===== config.mk =====
export PLATFORM = sky130hd
export DESIGN_NAME = ex_lsu_flat
export DESIGN_NICKNAME = d
export VERILOG_FILES = /design/src/rtl/ex_lsu_if.sv /design/src/rtl/ex_lsu.sv /design/src/flat_wrapper.sv
export SDC_FILE = /design/constraint.sdc
export NUM_CORES = 1
export LEC_CHECK = 0
export CAP_MARGIN = 10
export CORE_AREA = 2 2 205 106
export CTS_CLUSTER_DIAMETER = 50
export DETAILED_ROUTE_END_ITERATION = 6
export DIE_AREA = 0 0 207 108
export DONT_BUFFER_PORTS = 1
export PLACE_DENSITY_LB_ADDON = 0.05
export SLEW_MARGIN = 0
export SYNTH_ARGS = -nofsm -noshare
export SYNTH_HDL_FRONTEND = slang
export SYNTH_SLANG_ARGS = --single-unit
export TNS_END_PERCENT = 100

===== constraint.sdc =====
create_clock -name clk -period 4.82 [get_ports clk]
set_input_delay 0.964 -clock clk [delete_from_list [all_inputs] [get_ports clk]]
set_output_delay 0.964 -clock clk [all_outputs]
set_load 0.03 [all_outputs]

===== src/rtl/ex_lsu_if.sv =====
// ex_lsu_if: data-memory req/gnt/rvalid bus between the load/store unit and memory
interface ex_lsu_if;
  logic        req;
  logic        we;
  logic [31:0] addr;
  logic [31:0] wdata;
  logic [3:0]  wstrb;
  logic        gnt;
  logic        rvalid;
  logic [31:0] rdata;
  modport master(output req, we, addr, wdata, wstrb, input gnt, rvalid, rdata);
  modport slave(input req, we, addr, wdata, wstrb, output gnt, rvalid, rdata);
endinterface


===== src/rtl/ex_lsu.sv =====
// ex_lsu: EX-stage load/store unit with memory handshake, stall, timeout and load extension
module ex_lsu #(
  parameter int TIMEOUT = 16,
  parameter int CNT_W   = 5
) (
  input  logic            clk,
  input  logic            rst,
  input  logic            ctrl_ld_i,
  input  logic            ctrl_st_i,
  input  logic [2:0]      funct3_i,
  input  logic [31:0]     base_i,
  input  logic [31:0]     offset_i,
  input  logic [31:0]     wdata_i,
  ex_lsu_if.master        mem,
  output logic [31:0]     result_ld_o,
  output logic            ld_valid_o,
  output logic            stall_o,
  output logic            exc_o,
  output logic [1:0]      exc_cause_o
);
  typedef enum logic [1:0] {IDLE, REQ, WAIT, DONE} state_t;
  state_t state;
  logic [CNT_W-1:0] cnt;
  logic [2:0] f3_q;
  logic [1:0] off_q;
  logic [31:0] ea;
  logic [1:0] off;
  logic act, ld, bad_f3, mis, go;
  logic [31:0] st_wdata;
  logic [3:0] st_wstrb;
  logic [15:0] sh;
  logic [31:0] ld_ext;
  always_comb begin
    ea = base_i + offset_i;
    off = ea[1:0];
    act = ctrl_ld_i | ctrl_st_i;
    ld = ctrl_ld_i;
    bad_f3 = ld ? (funct3_i == 3'b011 || funct3_i[2:1] == 2'b11) : (funct3_i[2] || funct3_i[1:0] == 2'b11);
    mis = (funct3_i[1:0] == 2'b01 && off[0]) || (funct3_i[1:0] == 2'b10 && off != 2'b00);
    go = state == IDLE && act && !bad_f3 && !mis;
    stall_o = go || state == REQ || state == WAIT;
    st_wdata = funct3_i[1:0] == 2'b00 ? {4{wdata_i[7:0]}} : funct3_i[1:0] == 2'b01 ? {2{wdata_i[15:0]}} : wdata_i;
    st_wstrb = funct3_i[1:0] == 2'b00 ? 4'b0001 << off : funct3_i[1:0] == 2'b01 ? 4'b0011 << off : 4'b1111;
    sh = 16'(mem.rdata >> {off_q, 3'b000});
    ld_ext = f3_q[1] ? mem.rdata :
             f3_q[0] ? {{16{~f3_q[2] & sh[15]}}, sh} : {{24{~f3_q[2] & sh[7]}}, sh[7:0]};
  end
  always_ff @(posedge clk) begin
    if (!rst) begin
      state <= IDLE;
      cnt <= '0;
      f3_q <= '0;
      off_q <= '0;
      mem.req <= 1'b0;
      mem.we <= 1'b0;
      mem.addr <= '0;
      mem.wdata <= '0;
      mem.wstrb <= '0;
      result_ld_o <= '0;
      ld_valid_o <= 1'b0;
      exc_o <= 1'b0;
      exc_cause_o <= 2'b00;
    end else begin
      ld_valid_o <= 1'b0;
      exc_o <= 1'b0;
      exc_cause_o <= 2'b00;
      case (state)
        IDLE: if (act) begin
          if (bad_f3 || mis) begin
            exc_o <= 1'b1;
            exc_cause_o <= bad_f3 ? 2'b10 : 2'b01;
          end else begin
            state <= REQ;
            mem.req <= 1'b1;
            mem.we <= !ld;
            mem.addr <= {ea[31:2], 2'b00};
            mem.wdata <= ld ? '0 : st_wdata;
            mem.wstrb <= ld ? 4'b0000 : st_wstrb;
            f3_q <= funct3_i;
            off_q <= off;
          end
        end
        REQ: if (mem.gnt) begin
          mem.req <= 1'b0;
          state <= mem.we ? DONE : WAIT;
          ld_valid_o <= mem.we;
          cnt <= '0;
        end
        WAIT: if (mem.rvalid) begin
          result_ld_o <= ld_ext;
          ld_valid_o <= 1'b1;
          state <= DONE;
        end else if (cnt == CNT_W'(TIMEOUT)) begin
          exc_o <= 1'b1;
          exc_cause_o <= 2'b11;
          result_ld_o <= '0;
          state <= DONE;
        end else cnt <= cnt + 1'b1;
        DONE: state <= IDLE;
      endcase
    end
  end
endmodule


===== src/flat_wrapper.sv =====
// flat-port wrapper written by rule: the top's interface ports become plain ports
module ex_lsu_flat 
#(
  parameter int TIMEOUT = 16,
  parameter int CNT_W   = 5
)
  (clk, rst, ctrl_ld_i, ctrl_st_i, funct3_i, base_i, offset_i, wdata_i, result_ld_o, ld_valid_o, stall_o, exc_o, exc_cause_o, mem_req, mem_we, mem_addr, mem_wdata, mem_wstrb, mem_gnt, mem_rvalid, mem_rdata);
  ex_lsu_if mem_i ();
  input  logic clk;
  input  logic rst;
  input  logic ctrl_ld_i;
  input  logic ctrl_st_i;
  input  logic [2:0] funct3_i;
  input  logic [31:0] base_i;
  input  logic [31:0] offset_i;
  input  logic [31:0] wdata_i;
  output logic [31:0] result_ld_o;
  output logic ld_valid_o;
  output logic stall_o;
  output logic exc_o;
  output logic [1:0] exc_cause_o;
  output wire logic [$bits(mem_i.req)-1:0] mem_req;
  output wire logic [$bits(mem_i.we)-1:0] mem_we;
  output wire logic [$bits(mem_i.addr)-1:0] mem_addr;
  output wire logic [$bits(mem_i.wdata)-1:0] mem_wdata;
  output wire logic [$bits(mem_i.wstrb)-1:0] mem_wstrb;
  input wire logic [$bits(mem_i.gnt)-1:0] mem_gnt;
  input wire logic [$bits(mem_i.rvalid)-1:0] mem_rvalid;
  input wire logic [$bits(mem_i.rdata)-1:0] mem_rdata;
  assign mem_req = mem_i.req;
  assign mem_we = mem_i.we;
  assign mem_addr = mem_i.addr;
  assign mem_wdata = mem_i.wdata;
  assign mem_wstrb = mem_i.wstrb;
  assign mem_i.gnt = mem_gnt;
  assign mem_i.rvalid = mem_rvalid;
  assign mem_i.rdata = mem_rdata;
  ex_lsu #(.TIMEOUT(TIMEOUT), .CNT_W(CNT_W)) u_core (.clk(clk), .rst(rst), .ctrl_ld_i(ctrl_ld_i), .ctrl_st_i(ctrl_st_i), .funct3_i(funct3_i), .base_i(base_i), .offset_i(offset_i), .wdata_i(wdata_i), .mem(mem_i), .result_ld_o(result_ld_o), .ld_valid_o(ld_valid_o), .stall_o(stall_o), .exc_o(exc_o), .exc_cause_o(exc_cause_o));
endmodule

; ---- Word level (Yosys, flattened, before mapping)
; Index checks and enable logic that the tools add are counted.
[totals]
wordCells = 103
inputBits = 137
reg_bits = 116
[op_classes]
reduce_logical = 25
n_addsub = 2
n_eq_ne = 15
mux = 40
bitwise_logic = 5
n_shift = 3
[ops]
columns = operator, count
row1 = $mux W32, 7
row2 = $add A32 B32 Y32, 1
row3 = $shr A32 B5 Y16, 1
row4 = $mux W2, 10
row5 = $mux W5, 3
row6 = $mux W4, 3
row7 = $reduce_and A4 Y1, 3
row8 = $mux W1, 11
row9 = $eq A2 B2 Y1 const B, 5
row10 = $pmux W5 S2, 1
row11 = $ne A2 B2 Y1 const B, 4
row12 = $pmux W2 S4, 1
row13 = $reduce_bool A2 Y1, 4
row14 = $logic_or A1 B1 Y1, 6
row15 = $pmux W1 S2, 3
row16 = $add A5 B1 Y5 const B, 1
row17 = $eq A5 B5 Y1 const B, 1
row18 = $logic_and A1 B1 Y1, 5
row19 = $eq A2 B1 Y1 const B, 2
row20 = $logic_not A2 Y1, 2
row21 = $pmux W2 S2, 1
row22 = $shl A1 B2 Y4 const A, 1
row23 = $shl A2 B2 Y4 const A, 1
row24 = $eq A3 B2 Y1 const B, 1
row25 = other kinds (8), 12

; ---- Logic depth before layout (Yosys ltp)
[depth]
word_depth = 8
depth_mapped = 13
ltp_nobuf = 11

; ---- Least setup slack after synthesis
; Ideal clock, no wire load.
[synth_path]
path_type = input-to-output
start = input port base_i[0]
end = output port stall_o
cell_stages = 9
n_path_buf = 1
path_slack_ps = 995
arrival_ps = 2861
cell_sequence = ha_1 -> fa_1 -> inv_1 -> ha_1 -> clkinv_1 -> a221oi_2 -> and2b_1 -> buf_4 -> or3_1
[synth_between]
elab_chain_cells = 8
word_cells_on_any_way = 9
cone_classes = add/sub (1) / reduce/logical (8)
[synth_lines]
columns = item, line_no
row1 = start: declaration, flat_wrapper.sv:14  ; input logic [31:0] base_i;
row2 = $add A32 B32 Y32, ex_lsu.sv:34  ; ea = base_i + offset_i;
row3 = named net u_core.ea[1], ex_lsu.sv:26  ; logic [31:0] ea;
row4 = $reduce_bool A2 Y1, ex_lsu.sv:39  ; mis = (funct3_i[1:0] == 2'b01 && off[0]) || (funct3_i[1:0] == 2'b10 && off != 2'b00);
row5 = $logic_and A1 B1 Y1, ex_lsu.sv:39
row6 = $logic_or A1 B1 Y1, ex_lsu.sv:39
row7 = $logic_not A1 Y1, ex_lsu.sv:40  ; go = state == IDLE && act && !bad_f3 && !mis;
row8 = $logic_and A1 B1 Y1, ex_lsu.sv:40
row9 = $logic_or A1 B1 Y1 (2 in series), ex_lsu.sv:41  ; stall_o = go || state == REQ || state == WAIT;
row10 = end: declaration, flat_wrapper.sv:19  ; output logic stall_o;
; The timed path passes the listed nets, and every way through them passes these cells.

; ---- Worst setup path in the final report
; Ends and elaborated chain as after synthesis.

==> flow_summary.yaml <==
drt:
  ant_nets: 0
  wl_per_cell_um: 19.2
  vias: 6341
  drt_iter0_drc: 402
  remaining_drc_errors: 0
  dr.pass1.iters: 6
  wirelength_mm: 22.4
  avgViaCountPerCell: 5.45
cts:
  cts_max_path_buffers: 2
  cts_setup_buffers: 0
  clock-sinks: 116
  clock_latency_ps: 410
  cts_root_buf: "clkbuf_16"
  htree_levels: 4
  cts_resized: 0
  cts_hold_buf: 0
  numCtsBuffers: 17
  cts_tree: "yes"
  path_clk_slew_ps: 60
setup_path:
  start_kind: "input port"
  cp.arrival_ps: 2990
  critPathKind: "in -> out"
  worstPathBufferInverterCount: 3
  cpMostUsedCell: "ha_1"
  endpoint_kind: "output pin"
  cp_top_family: "adder cells"
  worstPathRequired_ps: 3860
  path_cells: "ha_1 > fa_1 > inv_1 > ha_1 > clkinv_1 > a221oi_2 > and2b_1 > or3_1 > buf_4"
  cp_slowest_stage_delay_ps: 540
  cp_max_fo: 6
  cpMaxStageDelayCell: "fa_1"
timing:
  min_period_ps: 3960
  tightest_slew_ps: 949
  fin_crit_sh_pct: 82.1
  clock_skew_ps: 12.2
  fin_setup_tns_ps: 0
  hold_slack_ps: 474
  setup_viol: 0
  hold_viol: 0
  slew_viol_final: 0
  rsz0062_at_grt: "false"
  slew_headroom_pct: 36.6
  clock.fmax_mhz: 253
pwr:
  leakage_nw: 2.92
  power.density_mw_per_mm2: 426
  vdd_drop_max_v: 0.000283
floorplan:
  dieWidth_um: 207
  die_h_um: 108
  rows: 37
  io_pins: 244
  coreArea_mm2: 0.0204
  start_util_pct: 35.0
  die-area_mm2: 0.0224
synthesis:
  yosys_most_used_dff: "dfxtp_1"
  synth-seq-cells: 116
  synthArstFlopShare_pct: 0
  ys_warn_count: 0
  synth_largest_area_cell: "dfxtp_1"
  ys_seq_area_share_pct: 32.6
  yosysTopAreaCellShare_pct: 32.6
  yosysMostFrequentCell: "a21oi_1"
  synthTopCellsByArea: "dfxtp_1 33%, a21oi_1 9.0%, ha_1 7.0%"
  yosysUniqueCellTypes: 72
  syn_area_per_cell_um2: 7.80
  syn_area_mm2: 0.00712
  postSynthCellCount: 913
  synth_common_cells: "128 x a21oi_1, 116 x dfxtp_1, 98 x nand2_1, 95 x nor2_1, 42 x clkbuf_1"
  synth_edf_count: 0
grt:
  antenna_found_initial: 0
  grt_overflow: 0
  grtUsageTotal_pct: 19.6
  grt_max_degree: 53
  grt_pass1_vias: 6095
  grt_pass1_wl_mm: 34.7
run_status:
  status: "completed"
layout:
  drive_above_1_share_pct: 6.73
  n_antenna_cell: 0
  nets: 1056
  area_growth_pct: 10.2
placement:
  routabilityCongestion: 0.828
  dp_hpwl_mm: 17.0
  io_buffers: 0
min_path:
  hold_class: "reg -> reg"
flow_run:
  drv_cap: 0
## layer usage
layer  global-route usage [%]  vias to the layer above  routed length, µm  share of wire [%]
li1                         -                     3218                  -                  -
met1                     25.6                     2955              10500                 47
met2                     32.0                      147              10400                 46
met3                     5.98                       21               1330                5.9
met4                     4.54                        0                224                1.0
met5                        0                        -                  0                  0
## registers in the layout, indices dropped and copies added (netlist names)
signal              cells
u_core.state            2
u_core.mem.wstrb        4
u_core.exc_cause_o      2
u_core.mem.req          1
u_core.result_ld_o     32
u_core.exc_o            1
u_core.off_q            2
u_core.mem.we           1
u_core.f3_q             3
u_core.mem.addr        30
u_core.mem.wdata       32
u_core.cnt              5
u_core.ld_valid_o       1
## cells by family (layout without fill, tap and decap cells)
group | Yosys count | in the layout | share of synthesized area [%]
buf+inv | 96 | 73 | 5.88
other cells | 1 | 2 | 0.0526
compound gates | 284 | 284 | 25.4
xor+xnor | 23 | 23 | 2.83
simple gates | 314 | 314 | 20.4
fa+ha+maj | 41 | 41 | 7.31
mux | 38 | 38 | 5.51
flops | 116 | 116 | 32.6
## area by class of cell
class / count / area (µm²)
clock inverters: 15 / 181
clock buffers: 17 / 425
well taps: 273 / 342
multi-input cells: 702 / 4390
repair buffers: 8 / 60.1
flip-flops and latches: 116 / 2320
inverters: 33 / 124
fillers: 2171 / 12500
## cell usage in the layout (no fill, tap or decap), drive strengths merged, types with 7 or more instances in the layout
master / instances
buf: 8
nand2b: 13
clkbuf: 17
nand4: 14
and2: 9
nand3: 25
nor3: 29
a211oi: 12
ha: 40
a22o: 16
inv: 34
o22ai: 7
a22oi: 9
mux2i: 37
o211ai: 14
nand3b: 9
a21o: 7
xor2: 13
a21oi: 132
dfxtp: 116
xnor2: 10
nor2: 95
nand2: 98
o21ai: 41
## where the power goes
part | internal (mW) | switching [mW]
registers | 1.05 | 0.247
clock network | 0.815 | 0.479
logic | 0.279 | 0.475
## worst paths after layout
| check | depth (start not counted) | endpoint | slack (ps) | from |
|---|---|---|---|---|
| max | 9 | stall_o | 860 | base_i[0] |
| min | 2 | u_core.f3_q[2] | 470 | u_core.f3_q[2] |
| max reg2reg | 7 | u_core.result_ld_o[8] | 2260 | u_core.off_q[0] |
| min reg2reg | 2 | u_core.f3_q[2] | 470 | u_core.f3_q[2] |
## worst min-delay path, stage by stage, from the launching register on
cell     delay (ps)
dfxtp_1         320
nand2_1          60
a21oi_1          50
## per-stage QoR
stage | setup WS [ps] | util (%) | instance area [µm²] | power [mW] | std cells
finish | 864 | 38.5 | 7850 | 3.35 | 1164
global route | 664 | 38.5 | 7850 | 3.54 | 1164
CTS | 857 | 38.5 | 7850 | 3.39 | 1164
detailed placement | 870 | 35.6 | 7240 | 2.08 | 1132
global placement | 892 | 35.6 | 7240 | 2.08 | 1132
floorplan | 995 | - | 7130 | 1.90 | 914
No activity file was read; power rests on OpenSTA's default activity.
